[config.mk]
export PLATFORM = sky130hd
export DESIGN_NAME = hex_share_arbiter
export DESIGN_NICKNAME = d
export VERILOG_FILES = /design/src/rtl/hex_share_arbiter.sv
export SDC_FILE = /design/constraint.sdc
export NUM_CORES = 1
export LEC_CHECK = 0
export ABC_AREA = 1
export CAP_MARGIN = 20
export CORE_MARGIN = 2
export CORE_UTILIZATION = 50
export CTS_CLUSTER_SIZE = 12
export DETAILED_ROUTE_END_ITERATION = 7
export PLACE_DENSITY = 0.81
export SLEW_MARGIN = 20
export SYNTH_ARGS = -nofsm -noshare
export SYNTH_HDL_FRONTEND = slang
export SYNTH_SLANG_ARGS = --single-unit
[constraint.sdc]
create_clock -name CLOCK_50 -period 4.5 [get_ports CLOCK_50]
set_input_delay 0.45 -clock CLOCK_50 [delete_from_list [all_inputs] [get_ports CLOCK_50]]
set_output_delay 0.45 -clock CLOCK_50 [all_outputs]
set_load 0.01 [all_outputs]
[src/rtl/hex_share_arbiter.sv]
// Round-robin arbiter and dwell sequencer for the shared HEX5/HEX4 display pair.
// Optional HEX_SHARE_BLANK_IDLE_EN blanks the digits while idle.
module hex_share_arbiter #(
  parameter int unsigned DWELL = 50000000,
  parameter int unsigned CW    = $clog2(DWELL)
) (
  input  logic       CLOCK_50,
  input  logic       KEY0,
  input  logic       req_a,
  input  logic [7:0] data_a,
  output logic       ack_a,
  input  logic       req_b,
  input  logic [7:0] data_b,
  output logic       ack_b,
  output logic [3:0] hex_hi,
  output logic [3:0] hex_lo,
  output logic       hex_blank,
  output logic [1:0] grant,
  output logic       busy
);

  typedef enum logic [1:0] {StIdle, StShowA, StShowB} state_e;

  state_e        state_q, state_d;
  logic [CW-1:0] cnt_q, cnt_d;
  logic          last_q, last_d;  // 1 = B served most recently
  logic [1:0]    grant_q, grant_d;
  logic          ack_a_q, ack_a_d, ack_b_q, ack_b_d;
  logic          busy_q, busy_d;
  logic [3:0]    hi_q, hi_d, lo_q, lo_d;
  logic          arb, win_a, win_b;

`ifdef HEX_SHARE_BLANK_IDLE_EN
  logic blank_q, blank_d;
  assign hex_blank = blank_q;
`else
  assign hex_blank = 1'b0;
`endif

  assign arb   = (state_q == StIdle) || (cnt_q == '0);
  // Tie goes to whoever was not served last.
  assign win_a = req_a && (!req_b || last_q);
  assign win_b = req_b && !win_a;

  always_comb begin
    state_d = state_q;
    cnt_d   = cnt_q;
    last_d  = last_q;
    grant_d = grant_q;
    ack_a_d = 1'b0;
    ack_b_d = 1'b0;
    busy_d  = busy_q;
    hi_d    = hi_q;
    lo_d    = lo_q;
`ifdef HEX_SHARE_BLANK_IDLE_EN
    blank_d = blank_q;
`endif
    if (arb) begin
      if (win_a) begin
        state_d = StShowA;
        cnt_d   = CW'(DWELL - 1);
        last_d  = 1'b0;
        grant_d = 2'b01;
        ack_a_d = 1'b1;
        busy_d  = 1'b1;
        hi_d    = data_a[7:4];
        lo_d    = data_a[3:0];
`ifdef HEX_SHARE_BLANK_IDLE_EN
        blank_d = 1'b0;
`endif
      end else if (win_b) begin
        state_d = StShowB;
        cnt_d   = CW'(DWELL - 1);
        last_d  = 1'b1;
        grant_d = 2'b10;
        ack_b_d = 1'b1;
        busy_d  = 1'b1;
        hi_d    = data_b[7:4];
        lo_d    = data_b[3:0];
`ifdef HEX_SHARE_BLANK_IDLE_EN
        blank_d = 1'b0;
`endif
      end else begin
        state_d = StIdle;
        cnt_d   = '0;
        grant_d = 2'b00;
        busy_d  = 1'b0;
`ifdef HEX_SHARE_BLANK_IDLE_EN
        hi_d    = 4'h0;
        lo_d    = 4'h0;
        blank_d = 1'b1;
`endif
      end
    end else begin
      cnt_d = cnt_q - CW'(1);
    end
  end

  always_ff @(posedge CLOCK_50 or negedge KEY0) begin
    if (!KEY0) begin
      state_q <= StIdle;
      cnt_q   <= '0;
      last_q  <= 1'b1;
      grant_q <= 2'b00;
      ack_a_q <= 1'b0;
      ack_b_q <= 1'b0;
      busy_q  <= 1'b0;
      hi_q    <= 4'h0;
      lo_q    <= 4'h0;
`ifdef HEX_SHARE_BLANK_IDLE_EN
      blank_q <= 1'b1;
`endif
    end else begin
      state_q <= state_d;
      cnt_q   <= cnt_d;
      last_q  <= last_d;
      grant_q <= grant_d;
      ack_a_q <= ack_a_d;
      ack_b_q <= ack_b_d;
      busy_q  <= busy_d;
      hi_q    <= hi_d;
      lo_q    <= lo_d;
`ifdef HEX_SHARE_BLANK_IDLE_EN
      blank_q <= blank_d;
`endif
    end
  end

  assign ack_a  = ack_a_q;
  assign ack_b  = ack_b_q;
  assign grant  = grant_q;
  assign busy   = busy_q;
  assign hex_hi = hi_q;
  assign hex_lo = lo_q;

endmodule

[Yosys cells after proc, flatten, opt, wreduce, memory -nomap -nowiden]
Cells that the tools add are included.
Widths: inputs -> output; s select.
Storage, ports and cells
  output and inout port bits: 14
  word-level logic and storage cells: 36
  input port bits: 20
  flip-flop bits (word level): 40
Operators by class
  reduce and logical (&&, ||, !) cells: 10
  muxes and demuxes: 17
  add/sub/neg operators: 1
Operators with widths (count)
  $mux 26: 3
  $logic_not 26->1: 1
  $sub 26x1->26 const B: 1
  $mux 4: 4
  $mux 1: 8
  $mux 2: 2
  $logic_and 1x1->1: 2
  $logic_not 1->1: 2
  $logic_not 2->1: 1
  $logic_or 1x1->1: 2
  $reduce_and 2->1: 1
  $reduce_bool 2->1: 1

[Longest topological paths before layout]
Gate-level depths: netlist of the first run.
  word-level depth: 8
  mapped depth: 12
  gate-level depth less buffers: 11

[Worst setup path before layout of the first run]
OpenSTA, ideal clock, no wires.
  path kind: register to register
  start: reg cnt_q[0]
  end: reg hi_q[2], in the netlist hex_hi[2]
  arrival: 1370 ps
  cell stages (with the launch flop): 13
  clock period less this slack: 1486 ps
  buffers on the path: 1
  slack: 3014 ps
  cells stage by stage: dfrtp_1 inv_1 ha_1 inv_1 nor2_1 nand2_1 nor2_1 nand2_1 nand2_4 nand2_4 buf_6 nand2_2 nand2_1
On the way
  cells in the longest elaborated chain, start to end: 3
Ends and longest elaborated chain
  start: declaration: RTL line 25  | logic [CW-1:0] cnt_q, cnt_d;
  start signal: assignment: RTL line 115  | cnt_q <= cnt_d;
  $logic_not 26->1: RTL line 40  | assign arb = (state_q == StIdle) || (cnt_q == '0);
  $logic_or 1x1->1: RTL line 40
  $reduce_and 2->1 (no line)
  end signal: assignment: RTL line 121  | hi_q <= hi_d;
  end: declaration: RTL line 30  | logic [3:0] hi_q, hi_d, lo_q, lo_d;
No other way between the ends.
A chain may end at the register's enable or synchronous reset.

[Worst setup path in the final report of the first run]
  start: reg cnt_q[0]
  end: reg lo_q[2], in the netlist hex_lo[2]
On the way
  cells in the longest elaborated chain, start to end: 3
Ends and longest elaborated chain
  $logic_not 26->1: RTL line 40
  $logic_or 1x1->1: RTL line 40
  $reduce_and 2->1 (no line)
  end signal: assignment: RTL line 122  | lo_q <= lo_d;
  end: declaration: RTL line 30
No other way between the ends.

==> metrics.yaml, run 1 <==
via_count: 2000
worstPathRequired_ns: 4.69
cts.hold.buffers_added: 0
n_antenna_cell: 0
synthCells: 309
cts_max_path_buffers: 2
grt_pass1_wl_um: 8560
viasPerCell: 5.08
critPathKind: "reg -> reg"
synth_top_area_share_pct: 43.6
hold_viol_final: 0
yosysTopAreaCell: "dfrtp_1"
startpoint_type: "flip-flop"
end_kind: "flip-flop"
clock_latency_ns: 0.30
drv_cap: 0
drt_iter0_markers: 107
clkSinkCount: 40
globalRouteMet2Util_pct: 35.7
syn_avg_cell_area_um2: 7.25
drc: 0
synth_area_leaders: "dfrtp_1, nand2_1, nor2_1"
final_util_pct: 61.9
syn-cell-area_um2: 2240
dp_hpwl_um: 3500
layout.cells.non_filler: 394
min_path_type: "in -> async"
clockPowerShare_pct: 43.4
antenna_found_initial: 0
routedWlPerCell_um: 12.4
synth.distinct_cells: 28
setup_tns_ns: 0
busiest_layer: "met2"
post-route-period-util_pct: 41.8
p_switching_uw: 149
core_area_um2: 4320
cts_setup_buffers: 0
outcome: "finished clean"
critPathMaxFanout: 28
worst_slack_ns: 2.62
first_global_vias: 1994
fin_nets: 363
ant_nets: 0
p_leak_nw: 1.35
grt_usage_pct: 21.6
cts_resized: 0
min_period_ns: 1.88
maxSlewViolCount: 0
slew_headroom_pct: 41.6
total_power_uw: 692
hold_slack_ns: 0.271
setup_violations: 0
start_util_pct: 51.8
swShare_pct: 21.5
yosysWarnings: 0
numCtsBuffers: 5
drt_wl_total_um: 4870
syn_nets: 331
num_rows: 24
port_buffers: 32
seqPwrFrac_pct: 51.9
ys_ff_latch: 40
power.density_nw_per_um2: 259
dpl-instance-area_um2: 2560
gr-total-overflow: 0
vdd_drop_max_uv: 194
die_h_um: 70.9
clkTransAtPathRegs_ns: 0.08
design_area_um2: 2680
fin_skew_ns: 0.00671
gp_congestion: 0.902
final_common_cell: "nand2_1"
drive_gt1_share_pct: 5.85
seq_area_frac_synth_pct: 44.7
die_w_um: 70.9
rsz0062_at_grt: "false"
first_pass_iters: 4
final_cell_mix: "nand2_1, nor2_1, dfrtp_1"
fp.dieArea_um2: 5030
met1_usage_pct: 26.5
ctsRootBufferMaster: "clkbuf_8"
p_int_uw: 543
nFillCells: 418
tritoncts: "built"
area_delta_synth_final_pct: 19.4
htree_levels: 2
critical_path_arrival_ns: 2.07
grt_max_degree: 41
dp_slack_ns: 2.56
num_io_pins: 34
dp.cells: 386
max_clock_freq_ghz: 0.531
combPwrFrac_pct: 4.7
grtUsageMet3_pct: 5.27
worst_pin_slew_ns: 0.876
## worst max-delay path, cell delays in order (launching register included)
cell and delay (ns):
dfrtp_1 0.40, inv_1 0.12, ha_1 0.16, inv_1 0.05, nor2_1 0.10, nand2_1 0.06
nor2_1 0.10, nand2_1 0.10, nand2_4 0.25, nand2_4 0.26, nand2_1 0.13, nand2_1 0.05
## final cells by class
type                            count  area [µm²]  share of cell area, %
Clock buffer                        5        68.8                   2.57
Timing Repair Buffer               32         315                   11.8
Tap cell                           52        65.1                   2.43
Inverter                           26        97.6                   3.65
Multi-Input combinational cell    236        1080                   40.4
Sequential cell                    40        1000                   37.5
Clock inverter                      3        46.3                   1.73
## state kept, by name (all words and copies together) (netlist names)
register,count
ack_a,1
last_q,1
grant,2
busy,1
ack_b,1
hex_hi,4
cnt_q,26
hex_lo,4
## layer usage
metal	share of wire (%)	routed length [µm]	vias up
met2	47	2270	55
met5	0	0	-
li1	-	-	1011
met4	3.6	176	0
met1	44	2160	915
met3	5.4	264	19
## cells in the mapped netlist, drive strengths merged
cell type	number
nor2	52
dfrtp	39
clkinv	1
or2	3
dfstp	1
conb	1
nor3	2
nor4	1
buf	7
inv	25
nand4	8
nand3	18
nand2	124
ha	2
and3	1
o21ai	7
xor2	12
a21oi	1
xnor2	4
## final timing paths
path | from | endpoint | slack [ns] | depth (start not counted)
max | cnt_q[0]$_DFF_PN0_ | hex_lo[2]$_DFFE_PN0P_ | 2.62 | 11
max in group asynchronous | KEY0 | cnt_q[9]$_DFF_PN0_ | 3.69 | 1
min | KEY0 | cnt_q[21]$_DFF_PN0_ | 0.27 | 1
min reg2reg | cnt_q[0]$_DFF_PN0_ | cnt_q[0]$_DFF_PN0_ | 0.47 | 1
max reg2reg | cnt_q[0]$_DFF_PN0_ | hex_lo[2]$_DFFE_PN0P_ | 2.62 | 11
min in group CLOCK_50 | cnt_q[0]$_DFF_PN0_ | cnt_q[0]$_DFF_PN0_ | 0.47 | 1
## kinds of logic after synthesis
family	after synthesis	share of synthesized area [%]
adder cells (fa/ha/maj)	2	1.12
AND/OR/NAND/NOR	209	38.7
XOR/XNOR	16	6.25
flip-flops	40	44.7
other	1	0.167
AO/OA/AOI/OAI	8	1.95
buffers and inverters	33	7.09
## power groups by stage
stage                     Clock (mW)  Combinational [mW]  Sequential, mW
after CTS                      0.308              0.0336           0.359
final                          0.300              0.0326           0.359
after global placement             0              0.0332           0.366
after global routing           0.323              0.0376           0.359
after floorplan                    0             0.00993           0.366
after detailed placement           0              0.0337           0.366
Note: power is estimated with default switching activity, not from simulation.
==> run 2, diff against run 1 <==
clock period = 2 ns   (was 4.5 ns; I/O delays follow)
==> run 2 against run 1 <==
Against the previous run:
- wire length down 1.9%
- global-route usage shrank 0.66 points
- sequential share of layout area decreased by 0.50 points
- clock power grew 120%
- largest cell class unchanged
- largest power group unchanged
- maximum frequency grew 5.9%
- utilization rose by 0.84 points
- critical endpoint is now hex_hi[3]$_DFFE_PN0P_
==> metrics.yaml, run 2 (synthesis results as in run 1) <==
setup_tns_ns: 0  # unchanged
critPathMaxFanout: 28  # unchanged
swShare_pct: 21.2  # -0.27 points
drive_gt1_share_pct: 6.92  # +1.1 points
worst-r2r-setup-slack_ns: 0.22  # -2.39 ns
p_int_mw: 1.22  # +120%
num_io_pins: 34  # unchanged
clkSinkCount: 40  # unchanged
clockPowerShare_pct: 42.7  # -0.7 points
via_count: 2027  # +1.4%
die_w_um: 70.9  # unchanged
area_delta_synth_final_pct: 21.0
drt_iter0_markers: 92  # -14%
routedWlPerCell_um: 12.0  # -3.1%
viasPerCell: 5.08  # about the same
setup_violations: 0  # unchanged
max_clock_freq_ghz: 0.563  # +5.9%
seqPwrFrac_pct: 52.2  # +0.3 points
final_common_cell: "nand2_1"
n_antenna_cell: 0  # unchanged
outcome: "finished clean"
drc: 0  # unchanged
hold_slack_ns: 0.466  # +0.195 ns
drv_cap: 0  # unchanged
final_cell_mix: "nand2_1, nor2_1, dfrtp_1"
final_util_pct: 62.7  # +0.84 points
ant_nets: 0  # unchanged
grt_usage_pct: 21.0  # -0.66 points
numCtsBuffers: 5  # unchanged
fin_nets: 368  # +1.4%
rsz0062_at_grt: "false"
cts.hold.buffers_added: 1  # +1
gr-total-overflow: 0  # unchanged
first_pass_iters: 4  # unchanged
cts_setup_buffers: 0  # unchanged
nFillCells: 383  # -8.4%
clkTransAtPathRegs_ns: 0.07  # about the same
combPwrFrac_pct: 5.0  # +0.3 points
slowest_delay_ns: 0.39  # about the same
dp_slack_ns: 0.221  # -2.34 ns
grt_max_degree: 41  # unchanged
cts_max_path_buffers: 2  # unchanged
htree_levels: 2  # unchanged
path_cells: "inv_1, ha_1, inv_1, nor2_1, nand2_1, nor2_1, nand2_1, nand2_4, nand2_4, nand2_1, nand2_1"
num_rows: 24  # unchanged
worst_slack_ns: 0.223  # -2.39 ns
antenna_found_initial: 0  # unchanged
min_period_ns: 1.78  # -0.105 ns
end_kind: "flip-flop"
fin_skew_ns: 0.00989  # +0.00318 ns
p_switching_uw: 328  # +120%
ctsRootBufferMaster: "clkbuf_8"
top_register: "cnt_q"
min_path_type: "reg -> reg"
grt_pass1_wl_um: 8400  # -1.9%
crit_slowest_cell: "dfrtp_1"
start_util_pct: 51.8  # unchanged
crit_path_frequent_cell: "nand2_1"
first_global_vias: 1951  # -2.2%
worstPathRequired_ns: 2.19  # -2.50 ns
die_h_um: 70.9  # unchanged
reg2reg_to: "hex_hi[3]$_DFFE_PN0P_"
maxSlewViolCount: 0  # unchanged
vdd_drop_max_uv: 378  # +95%
power.density_nw_per_um2: 571  # +120%
cts_resized: 0  # unchanged
post-route-period-util_pct: 88.9  # +47 points
fp.dieArea_um2: 5030  # unchanged
hold_viol_final: 0  # unchanged
startpoint_type: "flip-flop"
critical_path_arrival_ns: 1.96  # -0.11 ns
p_leak_nw: 1.37  # +1.7%
port_buffers: 32  # unchanged
r2r_cells: 11  # unchanged
startpoint: "cnt_q[0]$_DFF_PN0_"
critPathKind: "reg -> reg"
clock_latency_ns: 0.30  # about the same
tritoncts: "built"
gp_congestion: 0.936  # +3.8%
drt_wl_total_um: 4780  # -1.9%
critPathCapture: "hex_hi[3]$_DFFE_PN0P_"
r2r_start: "cnt_q[0]$_DFF_PN0_"
core_area_um2: 4320  # unchanged
dp_hpwl_um: 3580  # +2.2%
largest_reg_flops: 26  # unchanged
[run 2: cell types whose count changed in the layout (fill, tap and decap cells not counted), sizes merged]
cell	previous run	this run
inv	26	25
dlygate4sd3	0	1
buf	1	5
clkinv	1	2
[run 2: area by class of cell]
cell class	instances	area (µm²)	share of cell area, %
sequential	40	1000	37.0
clock buffer	5	68.8	2.54
timing repair buffer	37	355	13.1
inverter	26	97.6	3.60
clock inverter	3	42.5	1.57
tap	52	65.1	2.40
multi-input combinational	236	1080	39.8
[run 2: how the worst min path moves through the flow]
stage	startpoint	end	cells after the start
after floorplan	KEY0	ack_a$_DFF_PN0_	0
after global placement	KEY0	cnt_q[6]$_DFF_PN0_	2
after detailed placement	KEY0	cnt_q[7]$_DFF_PN0_	2
after CTS	cnt_q[0]$_DFF_PN0_	cnt_q[0]$_DFF_PN0_	1
after global routing	cnt_q[0]$_DFF_PN0_	cnt_q[0]$_DFF_PN0_	1
final	cnt_q[0]$_DFF_PN0_	cnt_q[0]$_DFF_PN0_	1
[run 2: stage by stage]
step	cells	area [µm²]	power [mW]
2_1_floorplan	309	2240	0.847
6_report	399	2710	1.55
5_1_grt	399	2710	1.60
4_1_cts	399	2710	1.56
3_3_place_gp	390	2590	0.902
3_5_place_dp	390	2590	0.903
[run 2: power by group through the flow]
stage	logic, mW	clock network, mW	registers (mW)
after global placement	0.0777	0	0.824
final	0.0780	0.662	0.808
after global routing	0.0885	0.708	0.808
after CTS	0.0800	0.674	0.808
after floorplan	0.0223	0	0.824
after detailed placement	0.0787	0	0.824
[run 2: per-layer routing]
layer  global-route usage (%)  share of wire [%]
met1                     24.8                 43
met2                     35.9                 48
met3                     6.41                6.3
met4                     7.76                2.2
met5                        0                  0
[run 2: worst max-delay path: cells and delay by family, from the launching register on]
kind,cells,cell delay [ns]
flip-flops,1,0.39
AND/OR/NAND/NOR,8,0.95
adder cells (fa/ha/maj),1,0.16
buffers and inverters,2,0.17
